===== src/rtl/mul_pkg.sv =====
// ----------------------------------------------------------------------------
// mul_pkg
// Shared definitions for the sequential nibble multiplier.
//   - mul_state_t  : controller states (IDLE, RUN, DONE)
//   - NIBBLE_W     : digit width consumed per cycle
//   - nibble_count : number of digits in a given operand width
//   - SIGNED_MODE  : 1 when the MUL_SIGNED_EN macro is defined (two's-complement
//                    operands), 0 otherwise (unsigned operands)
// ----------------------------------------------------------------------------
package mul_pkg;

    typedef enum logic [1:0] {
        IDLE = 2'd0,
        RUN  = 2'd1,
        DONE = 2'd2
    } mul_state_t;

    localparam int NIBBLE_W = 4;

`ifdef MUL_SIGNED_EN
    localparam logic SIGNED_MODE = 1'b1;
`else
    localparam logic SIGNED_MODE = 1'b0;
`endif

    function automatic int nibble_count(input int width);
        return width / NIBBLE_W;
    endfunction

endpackage


===== src/rtl/nibble_pp_gen.sv =====
// ----------------------------------------------------------------------------
// nibble_pp_gen
// Combinational operand-by-digit partial product.
// Ports:
//   op_a       in  WIDTH    multiplicand
//   nibble     in  4        multiplier digit for this cycle
//   top_nibble in  1        digit is the most significant one of op_b
//   pp         out WIDTH+4  op_a * digit
// Signedness follows MUL_SIGNED_EN (via mul_pkg::SIGNED_MODE): when set, op_a
// is sign-extended and the top digit is read as -8..7; otherwise everything is
// zero-extended.
// ----------------------------------------------------------------------------
module nibble_pp_gen #(
    parameter int WIDTH = 16
) (
    input  logic [WIDTH-1:0] op_a,
    input  logic [3:0]       nibble,
    input  logic             top_nibble,
    output logic [WIDTH+3:0] pp
);
    import mul_pkg::*;

    logic             w_a_fill;
    logic             w_d_fill;
    logic [WIDTH+3:0] w_a_ext;
    logic [WIDTH+3:0] w_d_ext;

    // Both factors are extended to the full product width so a plain
    // modulo multiply yields the correct two's-complement low bits; the
    // true product always fits in WIDTH+4 bits.
    assign w_a_fill = SIGNED_MODE & op_a[WIDTH-1];
    assign w_d_fill = SIGNED_MODE & top_nibble & nibble[3];
    assign w_a_ext  = {{4{w_a_fill}}, op_a};
    assign w_d_ext  = {{WIDTH{w_d_fill}}, nibble};
    assign pp       = w_a_ext * w_d_ext;

endmodule


===== src/rtl/seq_nibble_multiplier.sv =====
// ----------------------------------------------------------------------------
// seq_nibble_multiplier
// Multi-cycle multiplier: consumes op_b one 4-bit digit per cycle and
// accumulates shifted partial products into a 2*WIDTH-bit product.
// Ports:
//   clk, arst_n                 clock, async active-low reset
//   start_valid/start_ready     operand handshake (op_a, op_b latched on accept)
//   result_valid/result_ready   product handshake
//   result                      2*WIDTH-bit product, held until the next one
//   busy                        high in RUN or DONE
// Build option: define MUL_SIGNED_EN for a signed (two's-complement) product;
// undefined gives an unsigned product. Timing is the same in both builds.
// ----------------------------------------------------------------------------
module seq_nibble_multiplier #(
    parameter int WIDTH = 16
) (
    input  logic                 clk,
    input  logic                 arst_n,
    input  logic                 start_valid,
    output logic                 start_ready,
    input  logic [WIDTH-1:0]     op_a,
    input  logic [WIDTH-1:0]     op_b,
    output logic                 result_valid,
    input  logic                 result_ready,
    output logic [2*WIDTH-1:0]   result,
    output logic                 busy
);
    import mul_pkg::*;

    localparam int NCNT  = nibble_count(WIDTH);
    localparam int CNT_W = $clog2(NCNT);
    localparam logic [CNT_W-1:0] LAST = CNT_W'(NCNT - 1);

    mul_state_t           r_state;
    mul_state_t           w_next_state;
    logic [WIDTH-1:0]     r_op_a;
    logic [WIDTH-1:0]     r_mplier;
    logic [CNT_W-1:0]     r_count;
    logic [2*WIDTH-1:0]   r_acc;
    logic [2*WIDTH-1:0]   r_result;

    logic [WIDTH+3:0]     w_pp;
    logic                 w_pp_fill;
    logic [2*WIDTH-1:0]   w_pp_ext;
    logic [2*WIDTH-1:0]   w_addend;
    logic [2*WIDTH-1:0]   w_acc_next;
    logic                 w_top;

    assign w_top = (r_count == LAST);

    nibble_pp_gen #(
        .WIDTH(WIDTH)
    ) u_pp_gen (
        .op_a       (r_op_a),
        .nibble     (r_mplier[NIBBLE_W-1:0]),
        .top_nibble (w_top),
        .pp         (w_pp)
    );

    // Extend the partial product to accumulator width and place it at digit
    // position k (k*4 bits, hence the two appended zero bits).
    assign w_pp_fill  = SIGNED_MODE & w_pp[WIDTH+3];
    assign w_pp_ext   = {{(WIDTH-4){w_pp_fill}}, w_pp};
    assign w_addend   = w_pp_ext << {r_count, 2'b00};
    assign w_acc_next = r_acc + w_addend;

    // State register.
    always_ff @(posedge clk or negedge arst_n) begin
        if (!arst_n) begin
            r_state <= IDLE;
        end else begin
            r_state <= w_next_state;
        end
    end

    // Next-state logic: fixed-length RUN, then wait in DONE for the consumer.
    always_comb begin
        w_next_state = r_state;
        case (r_state)
            IDLE:    if (start_valid)  w_next_state = RUN;
            RUN:     if (w_top)        w_next_state = DONE;
            DONE:    if (result_ready) w_next_state = IDLE;
            default:                   w_next_state = IDLE;
        endcase
    end

    // Datapath: latch operands on accept, then shift the multiplier down one
    // digit per RUN cycle so the current digit is always in the low nibble.
    // The finished sum is copied to r_result so it survives the next accept.
    always_ff @(posedge clk or negedge arst_n) begin
        if (!arst_n) begin
            r_op_a   <= '0;
            r_mplier <= '0;
            r_count  <= '0;
            r_acc    <= '0;
            r_result <= '0;
        end else begin
            case (r_state)
                IDLE: begin
                    if (start_valid) begin
                        r_op_a   <= op_a;
                        r_mplier <= op_b;
                        r_count  <= '0;
                        r_acc    <= '0;
                    end
                end
                RUN: begin
                    r_acc    <= w_acc_next;
                    r_mplier <= r_mplier >> NIBBLE_W;
                    r_count  <= r_count + 1'b1;
                    if (w_top) begin
                        r_result <= w_acc_next;
                    end
                end
                default: begin
                end
            endcase
        end
    end

    assign start_ready  = (r_state == IDLE);
    assign result_valid = (r_state == DONE);
    assign busy         = (r_state != IDLE);
    assign result       = r_result;

endmodule


===== config.mk =====
export PLATFORM = sky130hd
export DESIGN_NAME = seq_nibble_multiplier
export DESIGN_NICKNAME = d
export VERILOG_FILES = /design/src/rtl/mul_pkg.sv /design/src/rtl/nibble_pp_gen.sv /design/src/rtl/seq_nibble_multiplier.sv
export SDC_FILE = /design/constraint.sdc
export NUM_CORES = 1
export LEC_CHECK = 0
export BUFFER_PORTS_ARGS = -buffer_cell sky130_fd_sc_hd__buf_4
export CORE_MARGIN = 2
export CORE_UTILIZATION = 50
export CTS_CLUSTER_SIZE = 30
export DETAILED_ROUTE_END_ITERATION = 10
export PLACE_DENSITY = 0.72
export SETUP_SLACK_MARGIN = 0.3
export SLEW_MARGIN = 15
export SYNTH_ARGS = -nofsm -noshare
export SYNTH_HDL_FRONTEND = slang
export SYNTH_SLANG_ARGS = --single-unit

===== constraint.sdc =====
create_clock -name clk -period 6.39 [get_ports clk]
set_input_delay 1.278 -clock clk [delete_from_list [all_inputs] [get_ports clk]]
set_output_delay 1.278 -clock clk [all_outputs]
set_load 0.01 [all_outputs]

==> results of run 1 <==
[per-layer routing]
| metal | GRT usage | share of wire |
|---|---|---|
| met3 | 0.0373 | 0.038 |
| met4 | 0.0829 | 0.030 |
| met2 | 0.366 | 0.47 |
| met5 | 0 | 0 |
| met1 | 0.335 | 0.46 |
[stage by stage]
step                      TNS, ps  hold WS (ps)  area (sq um)  instances  setup WS, ps
after CTS                       0           486          9100       1229           303
after global routing            0           507          9610       1250           122
after global placement          0           463          8690       1207           157
after detailed placement    -42.8           472          8690       1207         -31.4
final                           0           481          9610       1250           423
after floorplan                 0           456          7950        950           320
[cells by family (layout without fill, tap and decap cells)]
logic type	count (synthesis)	after routing	synth area share
and+or+nand+nor	362	362	0.213
DFF	100	100	0.315
buffers and inverters	120	204	0.0587
muxes	19	19	0.0247
adders and majority gates	86	86	0.163
AOI/OAI and AO/OA	221	221	0.180
xor gates and xnor gates	42	42	0.0463
[area by class of cell]
type	instances	share of cell area
Timing Repair Buffer	115	0.0907
Clock buffer	12	0.0267
Inverter	74	0.0289
Sequential cell	100	0.261
Tap cell	216	0.0281
Multi-Input combinational cell	730	0.563
Clock inverter	3	0.00221
[worst max-delay path: stages, from the launching register on]
cell      delay, ps
dfrtp_2         450
buf_6           150
and2_1          150
fa_1            530
inv_1            50
fa_1            530
inv_1            40
ha_2            310
a21o_1          230
nand2b_1        110
nand3_1         140
a21oi_2         220
xnor2_1         130
mux2i_1         340
mux2i_1         180
ha_1            420
nand4_1         240
nor4_2           80
a41oi_2         170
o31ai_2          80
buf_4           150
o41ai_4         410
a41oi_2         200
xnor2_2         180
or3_1           330
o21ai_2          60
[layout by cell type (no fill, tap or decap), drive strengths merged, types with 3 or more instances in the layout]
| cell type | netlist | layout |
|---|---|---|
| mux2 | 5 | 5 |
| o22ai | 4 | 4 |
| a21oi | 49 | 49 |
| nand2b | 8 | 8 |
| a41oi | 3 | 3 |
| dfrtp | 100 | 100 |
| inv | 74 | 75 |
| a31o | 3 | 3 |
| mux2i | 14 | 14 |
| a211oi | 7 | 7 |
| clkbuf | 40 | 12 |
| o31ai | 7 | 7 |
| nor2b | 3 | 3 |
| a31oi | 18 | 18 |
| nor3 | 11 | 11 |
| xor2 | 19 | 19 |
| nor2 | 48 | 48 |
| o21ai | 82 | 82 |
| nand3 | 37 | 37 |
| ha | 57 | 57 |
| nand4 | 7 | 7 |
| o221ai | 3 | 3 |
| and2 | 53 | 53 |
| xnor2 | 23 | 23 |
| o21bai | 4 | 4 |
| a21o | 18 | 18 |
| fa | 29 | 29 |
| buf | 6 | 115 |
| o21a | 3 | 3 |
| nor3b | 3 | 3 |
| and3 | 6 | 6 |
| or3 | 5 | 5 |
| nand2 | 172 | 172 |
[synthesized netlist by cell type, drive strengths merged (2+ instances only)]
cell type	number	area [sq um]
a2111oi	2	17.5
a211oi	7	52.6
a21boi	2	15.0
a21o	18	135
a21oi	49	245
a221oi	2	17.5
a311oi	2	30.0
a31o	3	26.3
a31oi	18	119
a41oi	3	33.8
and2	53	332
and3	6	37.5
buf	6	38.8
clkbuf	40	150
dfrtp	100	2500
fa	29	581
ha	57	713
inv	74	278
mux2	5	56.3
mux2i	14	140
nand2	172	646
nand2b	8	50.1
nand3	37	185
nand4	7	50.1
nor2	48	180
nor2b	3	18.8
nor3	11	65.1
nor3b	3	22.5
nor4	2	12.5
nor4b	2	23.8
o21a	3	22.5
o21ai	82	425
o21bai	4	30.0
o221ai	3	32.5
o22ai	4	25.0
o2bb2ai	2	17.5
o311ai	2	25.0
o31ai	7	66.3
or2	2	12.5
or3	5	31.3
xnor2	23	201
xor2	19	166
[state kept, by name, summed over array words and instances (netlist names)]
name and count:
r_acc 32, r_count 2, r_mplier 16, r_op_a 16, r_state 2, result 32
[what timing repair did]
item                                    4_1_cts  5_1_grt
resized for setup                            18       70
pin swaps                                     7       40
endpoints found under the setup margin       15       23
cloned                                        0        3
setup buffers                                 7       18
[final timing paths]
| path | startpoint | endpoint | depth (start not counted) |
|---|---|---|---|
| setup / recovery | r_mplier[3]$_DFFE_PN0P_ | r_acc[31]$_DFFE_PN0P_ | 25 |
| hold / removal | result[18]$_DFFE_PN0P_ | result[18]$_DFFE_PN0P_ | 2 |
| min in group asynchronous | arst_n | result[15]$_DFFE_PN0P_ | 1 |
| max in group asynchronous | arst_n | r_mplier[2]$_DFFE_PN0P_ | 2 |
| hold reg to reg | result[18]$_DFFE_PN0P_ | result[18]$_DFFE_PN0P_ | 2 |
| setup reg to reg | r_mplier[3]$_DFFE_PN0P_ | r_acc[31]$_DFFE_PN0P_ | 25 |
==> results.tsv, run 1 <==
stage	metric	value	unit
grt	overflow	0	
synth	synth-seq-area-share	0.315	
setup_path	crit_required	6680	ps
routing	routed_via_density	5.56	
grt	grt_pass1_vias	6511	
routing	route.vias.total	6946	
synth	synth_edf_count	0	
routing	drtAntennaViolNets	0	
floorplanning	row_count	46	
timing	finalWorstPathRequiredPeriod	5970	ps
synth	syn_nets	1072	
synth	ys_ff_latch	100	
setup_path	r2r_setup_slack	420	ps
grt	track_usage	0.235	
setup_path	cp-start-kind	flop	
floorplanning	die-area	0.0169	sq mm
floorplanning	io_pins	71	
final_layout	layout-drive-gt1-share	0.215	
cts	cts.reportedPaths.clkPinSlew	70	ps
place	io_buffers	70	
final_layout	multi_input_comb_area	0.00541	sq mm
setup_path	critPathCaptureType	flop	
timing	worst_pin_slew	1000	ps
synth	synthesis.area	0.00795	sq mm
cts	cts_tree	done	
final_layout	postLayoutCoreUtil	0.612	
setup_path	critPathArrivalTime	6260	ps
cts	cts_max_path_buffers	2	
cts	cts_htree_levels	3	
synth	synth_cell_types	68	
floorplanning	start_util	0.506	
cts	insertion_delay	360	ps
cts	ctsRootBufferMaster	clkbuf_16	
floorplanning	fp.dieH	130	um
final_layout	syn2layout_area_growth	21.0	%
routing	firstDrtPassIters	7	
synth	synthArstFlopShare	1.00	
cts	numCtsBuffers	9	
synth	ys.warnings.count	0	
synth	synth_ff_type	dfrtp_1	
cts	clock_sinks	100	
routing	drc_errors	0	
grt	grt_pass1_wl	32000	um
floorplanning	core	0.0157	sq mm
routing	wl	20000	um
cts	postCtsHoldBufs	0	
routing	wl_per_cell	16.0	um
grt	antenna_found_initial	0	
final_layout	fill_cells	1357	
synth	syn_avg_cell_area	8.36	sq um
timing	drv_slew	0	
floorplanning	die_w	130	um
timing	setup_viol	0	
place	place_hpwl	13700	um
final_layout	register_area	0.00251	sq mm
routing	drtIter0Drc	416	
place	gp_congestion	0.882	
grt	grt_start_max_net_pins	88	
final_layout	nets	1152	
setup_path	critPathMaxFanout	7	
synth	netlist_instances	950	
status	status	complete, no violations	
timing	rsz0062_at_grt	yes	
timing	hold_viol	0	
timing	skew	10.0	ps
timing	fin_crit_sh	0.934	
flow_run	maxCapViolCount	0	
setup_path	criticalPathCategory	flop to flop	
worst_hold_path	hold_class	flop to flop	
timing	fmax	168	MHz
timing	slew_headroom	0.328	
final_layout	antenna_cells	0	
Power of run 1 is not shown: default switching activity piles up to over one toggle a cycle in this logic, so the estimate is an artifact.
==> inputs of run 2 (changes only) <==
- CORE_UTILIZATION: 50 -> 35
- PLACE_DENSITY: 0.72 -> 0.54
==> results.tsv, run 2 (synthesis results as in run 1) <==
stage	metric	value	unit	change
worst_hold_path	hold_class	flop to flop		unchanged
grt	grt_pass1_vias	6677		was 6511
grt	track_usage	0.171		was 0.235
timing	slew_headroom	0.351		was 0.328
setup_path	cp-start-kind	flop		unchanged
timing	fin_crit_sh	0.923		was 0.934
floorplanning	fp.dieH	155	um	was 130 um
setup_path	critPathCaptureType	flop		unchanged
final_layout	antenna_cells	0		unchanged
place	gp_congestion	0.827		was 0.882
timing	skew	9.97	ps	was 10.0 ps
cts	cts_tree	done		unchanged
grt	grt_pass1_wl	33600	um	was 32000 um
setup_path	max_stage_delay	520	ps	was 530 ps
floorplanning	die_w	155	um	was 130 um
timing	rsz0062_at_grt	no		was yes
final_layout	layout-drive-gt1-share	0.245		was 0.215
cts	cts_max_path_buffers	2		unchanged
routing	routed_via_density	5.11		was 5.56
floorplanning	row_count	55		was 46
timing	worst_slack	494	ps	was 423 ps
routing	drtIter0Drc	240		was 416
timing	worst_pin_slew	970	ps	was 1000 ps
grt	overflow	0		unchanged
cts	postCtsHoldBufs	0		unchanged
routing	wl_per_cell	15.4	um	was 16.0 um
final_layout	final_area	0.00996	sq mm	was 0.00961 sq mm
final_layout	mostFrequentLayoutCells	167 x nand2_1, 119 x buf_4, 97 x dfrtp_1		was 170 x nand2_1, 111 x buf_4, 97 x dfrtp_1
place	place_hpwl	14700	um	was 13700 um
cts	insertion_delay	360	ps	about the same
setup_path	critPathArrivalTime	6110	ps	was 6260 ps
setup_path	r2r_setup_slack	490	ps	was 420 ps
flow_run	maxCapViolCount	0		unchanged
place	dpl_cell_area	0.00881	sq mm	was 0.00869 sq mm
timing	setup_viol	0		unchanged
setup_path	critPathMaxFanout	7		unchanged
cts	cts_htree_levels	3		unchanged
cts	ctsRootBufferMaster	clkbuf_16		unchanged
setup_path	criticalPathCategory	flop to flop		unchanged
floorplanning	core	0.0224	sq mm	was 0.0157 sq mm
floorplanning	io_pins	71		unchanged
final_layout	fill_cells	2276		was 1357
timing	finalSetupTns	0	ps	unchanged
final_layout	final_common_cell	nand2_1		unchanged
timing	hold_viol	0		unchanged
timing	finalWorstPathRequiredPeriod	5900	ps	was 5970 ps
cts	numCtsBuffers	9		unchanged
routing	route.vias.total	6785		was 6946
floorplanning	start_util	0.354		was 0.506
timing	drv_slew	0		unchanged
final_layout	multi_input_comb_area	0.00559	sq mm	was 0.00541 sq mm
timing	fmax	170	MHz	was 168 MHz
routing	wl	20400	um	was 20000 um
place	io_buffers	70		unchanged
grt	antenna_found_initial	0		unchanged
floorplanning	die-area	0.0239	sq mm	was 0.0169 sq mm
place	post-place-ws	49.7	ps	was -31.4 ps
routing	drc_errors	0		unchanged
cts	clock_sinks	100		unchanged
final_layout	syn2layout_area_growth	25.3	%	was 21.0%
routing	drtAntennaViolNets	0		unchanged
cts	cts.reportedPaths.clkPinSlew	70	ps	about the same
setup_path	crit_required	6610	ps	was 6680 ps
final_layout	nets	1161		was 1152
final_layout	register_area	0.00251	sq mm	unchanged
grt	grt_start_max_net_pins	88		unchanged
status	status	complete, no violations		unchanged
setup_path	critPathSlowestCell	fa_1		unchanged
routing	firstDrtPassIters	6		was 7
## run 2: cell types whose count changed in the layout (fill, tap and decap cells not counted), moves of 4 or more
cell and change:
inv_2 +4, inv_1 -4, and2_4 +8, and2_1 -8, a21oi_4 +4, buf_4 +8
## run 2: area by class of cell
cell class,count,share of cell area
well taps,285,0.0358
inverters,74,0.0279
clock buffers,10,0.0230
clock inverters,6,0.00528
flip-flops and latches,100,0.252
multi-input cells,730,0.562
repair buffers,124,0.0947
## run 2: worst paths after layout
path / from / to / cells after the start
max in group asynchronous: arst_n / r_op_a[3]$_DFFE_PN0P_ / 2
worst min register to register: result[4]$_DFFE_PN0P_ / result[4]$_DFFE_PN0P_ / 2
worst max register to register: r_mplier[2]$_DFFE_PN0P_ / r_acc[29]$_DFFE_PN0P_ / 29
min in group asynchronous: arst_n / result[12]$_DFFE_PN0P_ / 1
worst min-delay path: result[4]$_DFFE_PN0P_ / result[4]$_DFFE_PN0P_ / 2
worst max-delay path: r_mplier[2]$_DFFE_PN0P_ / r_acc[29]$_DFFE_PN0P_ / 29
## run 2: what timing repair did
| action | 4_1_cts | 5_1_grt |
|---|---|---|
| gates cloned | 0 | 1 |
| resized for setup | 16 | 111 |
| buffers inserted | 3 | 28 |
| setup endpoints to repair | 13 | 26 |
| pin swaps | 8 | 66 |
## run 2: through the flow
stage	std cells	utilization	hold WS, ps
6_report	1329	0.444	481
5_1_grt	1329	0.444	520
4_1_cts	1300	0.410	490
3_5_place_dp	1281	0.393	472
3_3_place_gp	1281	0.393	466
2_1_floorplan	950	-	456
## run 2: critical path, delay by kind of cell (launching register included)
family	cells	cell delay (ps)
compound gates	13	1830
flops	1	440
buf+inv	6	770
fa+ha+maj	4	1560
xor+xnor	2	330
simple gates	2	340
mux	2	460
## run 2: routing by layer
metal | up-vias | wire [um] | GRT usage
li1 | 3416 | - | -
met1 | 3251 | 10000 | 0.245
met2 | 103 | 9570 | 0.273
met3 | 15 | 618 | 0.0241
met4 | 0 | 208 | 0.0410
met5 | - | 0 | 0
Power of run 2 is left out for the same reason.
==> inputs of run 3 (changes only) <==
- RECOVER_POWER: not set -> 50
==> results.tsv, run 3 (synthesis results as in run 1) <==
stage	metric	value	unit	change
setup_path	path_common_cell	a21oi_2		
timing	rsz0062_at_grt	no		unchanged
floorplanning	io_pins	71		unchanged
routing	wl_per_cell	15.4	um	about the same
timing	worst_pin_slew	2150	ps	was 970 ps
grt	track_usage	0.171		unchanged
cts	cts_max_path_buffers	2		unchanged
floorplanning	die-area	0.0239	sq mm	unchanged
grt	grt_pass1_wl	33600	um	unchanged
setup_path	crit_buf_inv	5		was 6
setup_path	criticalPathCategory	flop to flop		unchanged
final_layout	mostFrequentLayoutCells	168 x nand2_1, 97 x dfrtp_1, 83 x buf_4		was 167 x nand2_1, 119 x buf_4, 97 x dfrtp_1
grt	antenna_found_initial	0		unchanged
status	status	complete, but fails checks		was complete, no violations
setup_path	critPathSlowestCell	fa_1		unchanged
cts	insertion_delay	360	ps	about the same
setup_path	cp-start-kind	flop		unchanged
place	place_hpwl	14700	um	unchanged
grt	grt_start_max_net_pins	88		unchanged
final_layout	final_common_cell	nand2_1		unchanged
routing	drc_errors	0		unchanged
timing	skew	10.9	ps	was 9.97 ps
timing	worst_slack	490	ps	was 494 ps
timing	drv_slew	139		was 0
worst_hold_path	hold_class	flop to flop		unchanged
cts	cts_htree_levels	3		unchanged
setup_path	cp.depth	28		was 29
final_layout	syn2layout_area_growth	23.6	%	was 25.3%
grt	grt_use_met2	0.273		unchanged
place	gp_congestion	0.827		unchanged
final_layout	nets	1161		unchanged
setup_path	worst-r2r-cell-count	28		was 29
final_layout	fill_cells	2289		was 2276
setup_path	critPathMaxFanout	7		unchanged
floorplanning	core	0.0224	sq mm	unchanged
setup_path	critPathCaptureType	flop		unchanged
grt	overflow	0		unchanged
status	violations	max-capacitance violations, max-slew violations		
cts	cts_tree	done		unchanged
floorplanning	fp.dieH	155	um	unchanged
timing	finalSetupTns	0	ps	unchanged
routing	wl	20500	um	was 20400 um
final_layout	antenna_cells	0		unchanged
cts	cts.reportedPaths.clkPinSlew	70	ps	about the same
routing	drtAntennaViolNets	0		unchanged
timing	hold_viol	0		unchanged
grt	top_usage_layer	met2		unchanged
timing	slew_headroom	-0.431		was 0.351
final_layout	layout-drive-gt1-share	0.211		was 0.245
floorplanning	row_count	55		unchanged
grt	gr-usage-met1	0.245		unchanged
flow_run	maxCapViolCount	3		was 0
setup_path	crit_required	6680	ps	was 6610 ps
timing	finalWorstPathRequiredPeriod	5900	ps	about the same
setup_path	critPathArrivalTime	6190	ps	was 6110 ps
setup_path	critPathTopFamily	compound AO/OA/AOI/OAI gates		unchanged
place	post-place-ws	49.7	ps	unchanged
routing	firstDrtPassIters	5		was 6
setup_path	max_stage_delay	520	ps	about the same
timing	fmax	169	MHz	was 170 MHz
timing	fin_crit_sh	0.923		about the same
routing	route.vias.total	6810		was 6785
grt	met3_usage	0.0241		unchanged
cts	ctsRootBufferMaster	clkbuf_16		unchanged
grt	grt_pass1_vias	6677		unchanged
timing	setup_viol	0		unchanged
cts	clock_sinks	100		unchanged
cts	numCtsBuffers	9		unchanged
place	io_buffers	70		unchanged
routing	routed_via_density	5.12		was 5.11
floorplanning	die_w	155	um	unchanged
worst_hold_path	min_path_cells	2		unchanged
floorplanning	start_util	0.354		unchanged
timing	hold_slack	478	ps	was 481 ps
routing	drtIter0Drc	290		was 240
-- run 3: cell count changes in the layout (fill, tap and decap cells not counted) --
cell | previous run | this run
and2_0 | 0 | 1
clkbuf_1 | 1 | 36
nand2_1 | 167 | 168
buf_4 | 119 | 83
nand2_2 | 5 | 4
clkbuf_2 | 0 | 1
and2_1 | 44 | 43
-- run 3: layout make-up --
cell class	count	area [sq um]	area share
Multi-Input combinational cell	730	5590	0.569
Sequential cell	100	2510	0.255
Timing Repair Buffer	124	810	0.0824
Tap cell	285	357	0.0363
Inverter	74	278	0.0283
Clock buffer	10	229	0.0233
Clock inverter	6	52.6	0.00535
-- run 3: path summary, 6_finish.rpt --
path,startpoint,end,slack (ps)
worst max-delay path,r_mplier[2]$_DFFE_PN0P_,r_acc[31]$_DFFE_PN0P_,490
worst min-delay path,result[4]$_DFFE_PN0P_,result[4]$_DFFE_PN0P_,480
worst max register to register,r_mplier[2]$_DFFE_PN0P_,r_acc[31]$_DFFE_PN0P_,490
worst min register to register,result[4]$_DFFE_PN0P_,result[4]$_DFFE_PN0P_,480
max in group asynchronous,arst_n,r_op_a[3]$_DFFE_PN0P_,2260
min in group asynchronous,arst_n,result[12]$_DFFE_PN0P_,1530
-- run 3: per-layer routing --
metal  vias to the layer above  part of all wire  wire, um
met3                        16             0.032       647
met5                         -                 0         0
met2                       119              0.46      9520
met1                      3258              0.49     10100
met4                         0             0.012       236
li1                       3417                 -         -
-- run 3: per-stage QoR --
stage | instance area, sq um | util | cells
6_report | 9820 | 0.438 | 1329
3_3_place_gp | 8810 | 0.393 | 1281
3_5_place_dp | 8810 | 0.393 | 1281
4_1_cts | 9190 | 0.410 | 1300
5_1_grt | 9820 | 0.438 | 1329
2_1_floorplan | 7950 | - | 950
-- run 3: timing repair --
item | 4_1_cts | 5_1_grt
endpoints found under the setup margin | 13 | 26
hold buffers | 0 | 0
buffers inserted | 3 | 28
gates resized for setup | 16 | 111
gates cloned | 0 | 1
pin swaps | 8 | 66
-- run 3: tightest hold or removal path: stages, from the launching register on --
cell	delay (ps)
dfrtp_1	340
nand2_1	40
o21ai_0	60
Power of run 3 is left out for the same reason.
